==> config.mk <==
export PLATFORM = sky130hd
export DESIGN_NAME = elevator_scan_ctrl
export DESIGN_NICKNAME = d
export VERILOG_FILES = /design/src/rtl/elevator_pkg.sv /design/src/rtl/elevator_req_scan.sv /design/src/rtl/elevator_scan_ctrl.sv
export SDC_FILE = /design/constraint.sdc
export NUM_CORES = 1
export LEC_CHECK = 0
export BUFFER_PORTS_ARGS = -buffer_cell sky130_fd_sc_hd__buf_4
export CORE_ASPECT_RATIO = 1.1
export CORE_MARGIN = 3
export CORE_UTILIZATION = 60
export DETAILED_ROUTE_END_ITERATION = 7
export GPL_TIMING_DRIVEN = 0
export PLACE_DENSITY_LB_ADDON = 0.05
export RECOVER_POWER = 50
export SYNTH_ARGS = -nofsm -noshare
export SYNTH_HDL_FRONTEND = slang
export SYNTH_SLANG_ARGS = --single-unit
==> constraint.sdc <==
create_clock -name clk -period 3.9 [get_ports clk]
set_input_delay 1.17 -clock clk [delete_from_list [all_inputs] [get_ports clk]]
set_output_delay 1.17 -clock clk [all_outputs]
set_load 0.05 [all_outputs]
==> src/rtl/elevator_pkg.sv <==
// Shared state encoding, default timing constants and a constant-evaluable log2 helper.
package elevator_pkg;

  typedef enum logic [1:0] {
    IDLE      = 2'd0,
    MOVE_UP   = 2'd1,
    MOVE_DOWN = 2'd2,
    DOOR_OPEN = 2'd3
  } state_t;

  localparam int TRAVEL_CYCLES_DEF = 50;
  localparam int DOOR_CYCLES_DEF   = 40;

  // Smallest r with (1 << r) >= value; clog2(1) = 0.
  function automatic int clog2(input int value);
    int r;
    r = 0;
    while ((1 << r) < value) r++;
    return r;
  endfunction

endpackage

==> src/rtl/elevator_req_scan.sv <==
// Combinational request scan: are there effective requests above, below or at a floor.
module elevator_req_scan
  import elevator_pkg::*;
#(
  parameter int NUM_FLOORS = 4,
  localparam int FLOOR_W = (clog2(NUM_FLOORS) > 1) ? clog2(NUM_FLOORS) : 1
) (
  input  logic [NUM_FLOORS-1:0] eff,
  input  logic [FLOOR_W-1:0]    curr_floor,
  output logic                  above,
  output logic                  below,
  output logic                  here
);

  // Classify every requested floor relative to the reference floor.
  always_comb begin
    above = 1'b0;
    below = 1'b0;
    here  = 1'b0;
    for (int i = 0; i < NUM_FLOORS; i++) begin
      if (eff[i]) begin
        if (i > int'(curr_floor)) begin
          above = 1'b1;
        end else if (i < int'(curr_floor)) begin
          below = 1'b1;
        end else begin
          here = 1'b1;
        end
      end
    end
  end

endmodule

==> src/rtl/elevator_scan_ctrl.sv <==
// N-floor SCAN elevator controller: latches requests, sweeps in one direction
// while work remains ahead, then reverses. Moore motor/door outputs.
module elevator_scan_ctrl
  import elevator_pkg::*;
#(
  parameter int NUM_FLOORS    = 4,
  parameter int TRAVEL_CYCLES = TRAVEL_CYCLES_DEF,
  parameter int DOOR_CYCLES   = DOOR_CYCLES_DEF,
  localparam int FLOOR_W = (clog2(NUM_FLOORS) > 1) ? clog2(NUM_FLOORS) : 1
) (
  input  logic                  clk,
  input  logic                  reset,
  input  logic [NUM_FLOORS-1:0] req,
  output logic                  motor_up,
  output logic                  motor_down,
  output logic                  door_open,
  output logic [FLOOR_W-1:0]    curr_floor,
  output logic [NUM_FLOORS-1:0] pending,
  output logic                  dir_up,
  output logic                  arrived
);

  localparam int MAX_CYCLES = (TRAVEL_CYCLES > DOOR_CYCLES) ? TRAVEL_CYCLES : DOOR_CYCLES;
  localparam int TIMER_W    = clog2(MAX_CYCLES + 1);
  localparam logic [NUM_FLOORS-1:0] FLOOR0_MASK = NUM_FLOORS'(1);
  localparam logic [TIMER_W-1:0]    TRAVEL_LAST = TIMER_W'(TRAVEL_CYCLES - 1);
  localparam logic [TIMER_W-1:0]    DOOR_LAST   = TIMER_W'(DOOR_CYCLES - 1);

  state_t                  state, state_nxt;
  logic [TIMER_W-1:0]      timer, timer_nxt;
  logic [FLOOR_W-1:0]      floor_nxt;
  logic [FLOOR_W-1:0]      arrive_floor;
  logic [NUM_FLOORS-1:0]   pending_nxt;
  logic [NUM_FLOORS-1:0]   eff;
  logic [NUM_FLOORS-1:0]   curr_mask;
  logic [NUM_FLOORS-1:0]   arrive_mask;
  logic                    dir_up_nxt;
  logic                    arrived_nxt;
  logic                    above, below, here;
  logic                    arr_above, arr_below, arr_here;

  assign eff          = pending | req;
  // The floor the car reaches at the end of the current travel leg.
  assign arrive_floor = (state == MOVE_DOWN) ? curr_floor - FLOOR_W'(1)
                                             : curr_floor + FLOOR_W'(1);
  assign curr_mask    = FLOOR0_MASK << curr_floor;
  assign arrive_mask  = FLOOR0_MASK << arrive_floor;

  elevator_req_scan #(.NUM_FLOORS(NUM_FLOORS)) u_scan_curr (
    .eff        (eff),
    .curr_floor (curr_floor),
    .above      (above),
    .below      (below),
    .here       (here)
  );

  elevator_req_scan #(.NUM_FLOORS(NUM_FLOORS)) u_scan_arrive (
    .eff        (eff),
    .curr_floor (arrive_floor),
    .above      (arr_above),
    .below      (arr_below),
    .here       (arr_here)
  );

  // Next-state, timer, floor, direction and pending-latch decisions.
  always_comb begin
    state_nxt   = state;
    timer_nxt   = timer;
    floor_nxt   = curr_floor;
    dir_up_nxt  = dir_up;
    arrived_nxt = 1'b0;
    pending_nxt = pending | req;
    case (state)
      IDLE: begin
        // The current floor is served directly, never latched.
        pending_nxt = (pending | req) & ~curr_mask;
        timer_nxt   = '0;
        if (here) begin
          state_nxt = DOOR_OPEN;
        end else if (above && (dir_up || !below)) begin
          state_nxt  = MOVE_UP;
          dir_up_nxt = 1'b1;
        end else if (below) begin
          state_nxt  = MOVE_DOWN;
          dir_up_nxt = 1'b0;
        end
      end
      MOVE_UP, MOVE_DOWN: begin
        if (timer == TRAVEL_LAST) begin
          timer_nxt   = '0;
          floor_nxt   = arrive_floor;
          arrived_nxt = 1'b1;
          if (arr_here) begin
            // Service clears the bit even if it is requested in the same cycle.
            state_nxt   = DOOR_OPEN;
            pending_nxt = (pending | req) & ~arrive_mask;
          end else if ((state == MOVE_UP) ? arr_above : arr_below) begin
            state_nxt = state;
          end else begin
            state_nxt = IDLE;
          end
        end else begin
          timer_nxt = timer + TIMER_W'(1);
        end
      end
      DOOR_OPEN: begin
        pending_nxt = (pending | req) & ~curr_mask;
        if ((req & curr_mask) != '0) begin
          // A same-floor call keeps the door open a full dwell from now.
          timer_nxt = '0;
        end else if (timer == DOOR_LAST) begin
          timer_nxt = '0;
          if (dir_up && above) begin
            state_nxt = MOVE_UP;
          end else if (below) begin
            state_nxt  = MOVE_DOWN;
            dir_up_nxt = 1'b0;
          end else if (above) begin
            state_nxt  = MOVE_UP;
            dir_up_nxt = 1'b1;
          end else begin
            state_nxt = IDLE;
          end
        end else begin
          timer_nxt = timer + TIMER_W'(1);
        end
      end
      default: state_nxt = IDLE;
    endcase
  end

  // State and control registers; reset wins over any travel or door activity.
  always_ff @(posedge clk) begin
    if (reset) begin
      state      <= IDLE;
      timer      <= '0;
      curr_floor <= '0;
      pending    <= '0;
      dir_up     <= 1'b1;
      arrived    <= 1'b0;
    end else begin
      state      <= state_nxt;
      timer      <= timer_nxt;
      curr_floor <= floor_nxt;
      pending    <= pending_nxt;
      dir_up     <= dir_up_nxt;
      arrived    <= arrived_nxt;
    end
  end

  assign motor_up   = (state == MOVE_UP);
  assign motor_down = (state == MOVE_DOWN);
  assign door_open  = (state == DOOR_OPEN);

endmodule

# == Yosys cells after proc, flatten, opt, wreduce, memory -nomap -nowiden ==
# Cells that the tools add are included.
# op_classes
n_reduce_logical,13
addsub,3
n_shift,2
bitwise,7
magnitude_cmp,12
mux,79
n_eq_ne,14
# ops
op,count
$mux W1,59
$mux W2,11
$mux W6,3
$pmux W6 S3,1
$and A4 B4 Y4,3
$eq A6 B6 Y1 const B,2
$gt A2 B2 Y1 const A,4
$lt A1 B2 Y1 const A,4
$mux W4,2
$ne A2 B2 Y1 const B,4
$not A4 Y4,2
$pmux W4 S2,1
$shl A1 B2 Y4 const A,2
$reduce_and A7 Y1,1
$add A6 B1 Y6 const B,1
$ne A3 B3 Y1 const B,2
$pmux W2 S3,1
$reduce_or A2 Y1,3
$reduce_and A5 Y1,1
$eq A2 B2 Y1 const B,2
$gt A1 B2 Y1 const A,2
$lt A2 B2 Y1 const A,2
$ne A4 B4 Y1 const B,1
$or A4 B4 Y4,1
14 further kinds,15
# totals
in_bits,6
out_inout_bits,11
reg_bits,16

# == Longest topological paths before layout ==
# Gate-level depths: netlist of the first run.
# logic_depth
depth_word,16
ltp_mapped,8
depth_no_buf,8

# == Cells and area by module ==
# A second synthesis of the first run with hierarchy kept.
# hier_totals
cells_unflattened,130
area_unflattened_um2,1126.1
# modules_own_cells
mod,cells_per_inst,area_per_inst_um2,instances
elevator_scan_ctrl,114,1013.5,1
elevator_req_scan,8,56.3,2

# == Least setup slack after synthesis of the first run ==
# Ideal clock, no wire load.
# synth_path
kind,register -> register
start,register curr_floor[0]
end,register state[0]
required_time_ns,3.815
synth_period_minus_slack_ns,2.941
arrival_ns,2.856
slack_ns,0.959
setup_time_ns,0.085
path_stages_with_launch,9
path_cell_list,dfxtp_1 inv_1 ha_1 and2b_1 a211oi_1 a222oi_1 a41oi_1 and2_4 o31ai_2
# synth_between
elab_chain_len,16
word_cells_on_any_way,85
classes_between,2 x add/sub; 12 x order compare; 3 x eq/ne; 1 x shift; 60 x mux; 1 x bitwise; 6 x reduce/logical
# synth_lines
element,line_no,source
"start, declared",elevator_scan_ctrl.sv:17,"output logic [FLOOR_W-1:0] curr_floor,"
"start signal, assigned",elevator_scan_ctrl.sv:144,curr_floor <= floor_nxt;
$add A2 B1 Y2 or $sub A2 B1 Y2 (tied branches),"elevator_scan_ctrl.sv:45, elevator_scan_ctrl.sv:44",
$mux W2,elevator_scan_ctrl.sv:44,assign arrive_floor = (state == MOVE_DOWN) ? curr_floor - FLOOR_W'(1)
$lt A1 B2 Y1,elevator_req_scan.sv:24,end else if (i < int'(curr_floor)) begin
$mux W1,elevator_req_scan.sv:24,
$mux W1,elevator_req_scan.sv:21,if (eff[i]) begin
$mux W1,elevator_req_scan.sv:24,
$mux W1,elevator_req_scan.sv:22,if (i > int'(curr_floor)) begin
$mux W1,elevator_req_scan.sv:21,
$mux W1,elevator_req_scan.sv:24,
$mux W1,elevator_req_scan.sv:22,
$mux W1,elevator_req_scan.sv:21,
$mux W1,elevator_req_scan.sv:22,
$mux W1,elevator_req_scan.sv:21,
$mux W2,elevator_scan_ctrl.sv:93,if (arr_here) begin
$mux W2,elevator_scan_ctrl.sv:89,if (timer == TRAVEL_LAST) begin
$pmux W2 S3,elevator_scan_ctrl.sv:73,case (state)
"end signal, assigned",elevator_scan_ctrl.sv:142,state <= state_nxt;
"end, declared",elevator_scan_ctrl.sv:29,"state_t state, state_nxt;"
# Parallel ways exist; a longest one is shown, timed or not. The select of a mux whose other input is x is not followed.
# A chain may end at the register's enable or synchronous reset.

# == Final worst setup path of the first run ==
# Ends and elaborated chain as after synthesis.

==> metrics.yaml, run 1 <==
leakage_nw: 0.548
placedCellCount: 189
r2r_start: "curr_floor[0]$_SDFFE_PP0P_"
yosys_warnings: 0
ant_nets: 0
clk_path_buf_depth: 2
multi_input_area_um2: 885
ys_types: 51
final_cell_mix: "16 x dfxtp_1, 13 x nor2_1, 13 x ha_1"
gp_congestion: 0.980
path_depth: 8
irDropWorstVdd_mv: 0.424
crit_end: "state[0]$_SDFFE_PP0P_"
relSlewSlack: 0.562
dieArea_mm2: 0.00265
total_power_mw: 0.642
antenna_found_initial: 0
dpl.hpwl_mm: 2.28
cts.clk_slew.worst_paths_ns: 0.11
layout.cells.non_filler: 193
drcViolationCount: 0
hp-class: "reg2reg"
p_clk_frac: 0.181
avgViaCountPerCell: 6.20
pin_count: 17
grt-ovfl-total: 0
place_ws_ns: 0.896
first_global_vias: 1090
power_density_mw_per_mm2: 457
p_switching_mw: 0.285
dieWidth_um: 49.4
antenna_cells: 0
tightestPinTransition_ns: 0.657
synth_top_area_frac: 0.258
routed-via-count: 1196
sequentialPowerShare: 0.303
cts_setup_buffers: 0
min_from: "timer[0]$_SDFF_PP0_"
placementRows: 16
maxCapViolCount: 0
coreArea_mm2: 0.00186
nNetsFinal: 186
io_buffers: 16
arrival_ns: 3.25
path_cells: "inv_1, ha_1, xnor2_4, mux2i_1, a222oi_1, a41oi_1, and2_4, o31ai_2"
drive_gt1_frac: 0.151
clock_latency_ns: 0.31
cp.required_ns: 4.13
crit_type: "reg2reg"
gr-usage-all-layers: 0.238
r2r-end: "state[0]$_SDFFE_PP0P_"
fin_crit_sh: 0.775
synthArstFlopShare: 0
grt_first_pass_wirelength_mm: 4.84
syn_avg_cell_area_um2: 8.51
rr_worst_depth: 8
finalSetupViolCount: 0
max_freq_mhz: 331
worstSetupStartpoint: "curr_floor[0]$_SDFFE_PP0P_"
cp-end-kind: "flop"
firstDrtPassIters: 4
max_stage_delay_ns: 0.61
cp_max_fo: 11
crit_buf_inv: 1
cts-htree-levels: 1
internal_power_mw: 0.358
clock-root-buffer: "clkbuf_4"
layout_commonest_cell: "dfxtp_1"
final_cell_area_mm2: 0.00141
syn_nets: 165
reg2reg_slack_ns: 0.88
grt_max_degree: 12
dpl_cell_area_mm2: 0.00140
cp_slowest_cell: "a222oi_1"
cts_buffers: 3
num-fill-cells: 158
seq_area_um2: 320
slew_violations: 0
finalClockSkew_ns: 0.0153
wl_per_cell_um: 15.4
rsz0062_at_grt: "no"
ys_ff_latch: 16
fin_crit_ns: 3.02
fin_tns_setup_ns: 0
synth_area_leaders: "dfxtp_1 26%, ha_1 13%, nor2_1 3.9%"
cts_tree: "built"
synth_edf_count: 0
start_util: 0.667
hold_viol: 0
synthCells: 146
combPwrFrac: 0.516
hold_buffers: 0
wirelength_mm: 2.97
cts_sinks: 16
crit_path_start_kind: "flop"
netlist_area_mm2: 0.00124
drtIter0Drc: 29
switching_share: 0.443
ys_seq_area_frac: 0.258
yosysTopAreaCell: "dfxtp_1"
synthToLayoutAreaGrowth_pct: 13.2
ys.flop_type: "dfxtp_1"
post_cts_resized: 0
outcome: "completed"
die_h_um: 53.7
setup_slack_ns: 0.876
crit_family: "compound AO/OA/AOI/OAI gates"
min_delay_path_depth: 1
synth_stat cells (all sizes together) (3+ instances only):
cell type and number:
nor3 7, xnor2 3, nor2 15, nor2b 3, dfxtp 16, o21ai 4, inv 8, nand2b 4
ha 13, a21oi 7, nand3 3, o21bai 4, o211ai 3, o221ai 3, o31ai 4, nand2 8
a2111oi 3, or2 4
cell type report:
class | instances | area share
Sequential cell | 16 | 0.228
Buffer | 2 | 0.00534
Multi-Input combinational cell | 120 | 0.629
Tap cell | 27 | 0.0240
Clock buffer | 4 | 0.0258
Inverter | 8 | 0.0214
Timing Repair Buffer | 16 | 0.0667
state kept, by name, indices dropped and copies added, names as in the netlist:
signal	count
dir_up	1
timer	6
pending	4
curr_floor	2
arrived	1
state	2
power groups by stage:
stage	clock network, mW	logic [mW]	registers, mW
after CTS	0.118	0.333	0.194
after global placement	0	0.324	0.196
after floorplan	0	0.240	0.212
after detailed placement	0	0.331	0.198
final	0.116	0.331	0.195
after global routing	0.125	0.363	0.197
per-layer routing:
| metal | wire length, um | GRT usage |
|---|---|---|
| met5 | 0 | 0 |
| met4 | 77 | 0.106 |
| met3 | 161 | 0.0360 |
| met2 | 1390 | 0.422 |
| met1 | 1330 | 0.290 |
through the flow:
step / hold slack [ns] / utilization
after floorplan: 0.464 / -
after global placement: 0.478 / 0.750
after detailed placement: 0.492 / 0.750
after CTS: 0.505 / 0.769
after global routing: 0.542 / 0.755
final: 0.501 / 0.755
how the worst min path moves through the flow:
stage | endpoint | slack (ns)
CTS | timer[0]$_SDFF_PP0_ | 0.51
finish | timer[0]$_SDFF_PP0_ | 0.50
global placement | timer[0]$_SDFF_PP0_ | 0.48
floorplan | timer[0]$_SDFF_PP0_ | 0.46
global route | timer[0]$_SDFF_PP0_ | 0.54
detailed placement | timer[0]$_SDFF_PP0_ | 0.49
cell families after synthesis:
kind of cell,share of synthesized area
AND/OR/NAND/NOR,0.238
AO/OA/AOI/OAI,0.285
flip-flops,0.258
adder cells (fa/ha/maj),0.131
buffers and inverters,0.0302
XOR/XNOR,0.0504
multiplexers,0.00806
worst reg2reg max path, delay by kind of cell (launching register included):
family,cells,cell delay (ns)
AOI/OAI and AO/OA,3,1.09
DFF,1,0.58
adders and majority gates,1,0.46
xor gates and xnor gates,1,0.30
and+or+nand+nor,1,0.25
buffers and inverters,1,0.17
muxes,1,0.11
(Power assumes the default switching activity.)
==> run 2: changes to the inputs <==
--- a/config.mk
+++ b/config.mk
@@ -8,7 +8,7 @@
 export BUFFER_PORTS_ARGS = -buffer_cell sky130_fd_sc_hd__buf_4
 export CORE_ASPECT_RATIO = 1.1
 export CORE_MARGIN = 3
-export CORE_UTILIZATION = 60
+export CORE_UTILIZATION = 51
 export DETAILED_ROUTE_END_ITERATION = 7
 export GPL_TIMING_DRIVEN = 0
 export PLACE_DENSITY_LB_ADDON = 0.05
==> constraint.sdc (replaced) <==
create_clock -name clk -period 2.65 [get_ports clk]
set_input_delay 0.795 -clock clk [delete_from_list [all_inputs] [get_ports clk]]
set_output_delay 0.795 -clock clk [all_outputs]
set_load 0.05 [all_outputs]
==> metrics.yaml, run 2 (synthesis gave the netlist of run 1 again) <==
outcome: "completed"
layout_commonest_cell: "dfxtp_1"
slew_violations: 0  # unchanged
path_cells: "inv_1, ha_4, xnor2_4, mux2i_1, a222oi_1, buf_4, buf_4, nor2_1, o21a_1, a2111oi_1"
r2r_start: "curr_floor[0]$_SDFFE_PP0P_"
maxCapViolCount: 0  # unchanged
tightestPinTransition_ns: 0.601  # -0.0566 ns
cts_buffers: 3  # unchanged
dpl.hpwl_mm: 2.32  # +1.7%
finalClockSkew_ns: 0.00208  # -0.0132 ns
dieArea_mm2: 0.00307  # +16%
crit_family: "compound AO/OA/AOI/OAI gates"
irDropWorstVdd_mv: 0.566  # +34%
leakage_nw: 0.554  # +1.1%
antenna_found_initial: 0  # unchanged
max_freq_mhz: 385  # +17%
fin_crit_sh: 0.979  # +0.204
drive_gt1_frac: 0.172  # +0.0210
gr-usage-all-layers: 0.230  # -0.00840
dieWidth_um: 53.1  # +7.4%
ant_nets: 0  # unchanged
cts_sinks: 16  # unchanged
cp_max_fo: 11  # unchanged
hold_slack_ns: 0.500  # -0.00127 ns
power_density_mw_per_mm2: 669  # +46%
hold_viol: 0  # unchanged
final_cell_mix: "14 x dfxtp_1, 13 x nor2_1, 12 x clkbuf_1, 12 x ha_1, 9 x buf_4"
clock-root-buffer: "clkbuf_4"
crit_path_start_kind: "flop"
coreArea_mm2: 0.00227  # +22%
hold_buffers: 0  # unchanged
grt_first_pass_wirelength_mm: 5.26  # +8.5%
finalSetupViolCount: 0  # unchanged
cts_tree: "built"
cp_slowest_cell: "dfxtp_4"
cp-end-kind: "flop"
cp.required_ns: 2.79  # -1.34 ns
total_power_mw: 0.970  # +51%
max_stage_delay_ns: 0.42  # -0.19 ns
worstHoldEndpoint: "timer[0]$_SDFF_PP0_"
routed-via-count: 1202  # +0.50%
start_util: 0.546  # -0.121
reg_top3: "timer: 6 flops, pending: 4 flops"
grt-ovfl-total: 0  # unchanged
rr_worst_depth: 10  # +2
synthToLayoutAreaGrowth_pct: 16.8
fin_crit_ns: 2.59  # -0.429 ns
pin_count: 17  # unchanged
r2r-end: "pending[2]$_SDFF_PP0_"
crit_buf_inv: 3  # +2
wirelength_mm: 3.13  # +5.7%
die_h_um: 57.8  # +7.5%
min_from: "timer[0]$_SDFF_PP0_"
io_buffers: 16  # unchanged
clk_path_buf_depth: 2  # unchanged
nNetsFinal: 189  # +1.6%
largest_register: "timer"
relSlewSlack: 0.601  # +0.0394
arrival_ns: 2.73  # -0.52 ns
drcViolationCount: 0  # unchanged
antenna_cells: 0  # unchanged
place_ws_ns: -0.259  # -1.16 ns
first_global_vias: 1115  # +2.3%
hp-class: "reg2reg"
crit_type: "reg2reg"
wl_per_cell_um: 15.7  # +2.5%
clock_latency_ns: 0.29  # -0.02 ns
placementRows: 18  # +2
critPathMostFrequentCell: "buf_4"
grt_max_degree: 12  # unchanged
cts-htree-levels: 1  # unchanged
setup_slack_ns: 0.0551  # -0.821 ns
min_delay_path_depth: 1  # unchanged
avgViaCountPerCell: 6.04  # -2.5%
largest_reg_flops: 6  # unchanged
gp_congestion: 0.781  # -20%
firstDrtPassIters: 4  # unchanged
reg2reg_slack_ns: 0.06  # -0.82 ns
cts.clk_slew.worst_paths_ns: 0.10  # about the same
drtIter0Drc: 63  # +120%
[run 2: changes by cell type in the layout (fill, tap and decap cells not counted), sizes merged]
| cell | delta |
|---|---|
| clkbuf | +3 |
[run 2: repair_timing]
item / 4_1_cts / 5_1_grt
setup endpoints to repair: 4 / 5
setup buffers: 3 / 0
pin swaps: 1 / 0
resized for setup: 1 / 5
[run 2: per-stage QoR]
stage / setup TNS (ns) / cell area (um^2) / cells / util
2_1_floorplan: 0 / 1250 / 146 / -
3_3_place_gp: -0.238 / 1410 / 192 / 0.618
3_5_place_dp: -0.705 / 1410 / 192 / 0.618
4_1_cts: 0 / 1470 / 199 / 0.644
5_1_grt: -0.0512 / 1450 / 199 / 0.638
6_report: 0 / 1450 / 199 / 0.638
[run 2: worst max-delay path by stage]
stage	start	endpoint	slack, ns	depth (start not counted)
global route	curr_floor[0]$_SDFFE_PP0P_	pending[2]$_SDFF_PP0_	-0.05	10
floorplan	curr_floor[1]$_SDFFE_PP0P_	state[0]$_SDFFE_PP0P_	0.02	8
CTS	curr_floor[1]$_SDFFE_PP0P_	state[1]$_SDFFE_PP0P_	0.04	9
finish	curr_floor[0]$_SDFFE_PP0P_	pending[2]$_SDFF_PP0_	0.06	10
global placement	curr_floor[1]$_SDFFE_PP0P_	state[1]$_SDFFE_PP0P_	-0.12	8
detailed placement	curr_floor[1]$_SDFFE_PP0P_	state[1]$_SDFFE_PP0P_	-0.26	8
[run 2: area by class of cell]
class	instances	area, um^2
Buffer	2	7.51
Clock buffer	4	36.3
Fill cell	207	823
Inverter	8	30.0
Multi-Input combinational cell	120	907
Sequential cell	16	328
Tap cell	30	37.5
Timing Repair Buffer	19	105
[run 2: metal layers]
metal / up-vias / global-route usage / part of all wire
met1: 563 / 0.330 / 0.47
met5: - / 0 / 0
li1: 599 / - / -
met4: 0 / 0.0839 / 0.021
met2: 32 / 0.348 / 0.47
met3: 8 / 0.0334 / 0.043
[run 2: worst register-to-register path, delay by kind of cell (launching register included)]
family | cells | cell delay, ns
xor gates and xnor gates | 1 | 0.25
muxes | 1 | 0.12
AOI/OAI and AO/OA | 3 | 0.86
DFF | 1 | 0.42
adders and majority gates | 1 | 0.30
buffers and inverters | 3 | 0.43
and+or+nand+nor | 1 | 0.05
[run 2: power breakdown]
| group | leakage (nW) | internal [mW] | switching [mW] |
|---|---|---|---|
| logic | 0.401 | 0.197 | 0.324 |
| clock network | 0.0210 | 0.0836 | 0.0814 |
| registers | 0.132 | 0.262 | 0.0224 |
| total | 0.554 | 0.542 | 0.428 |
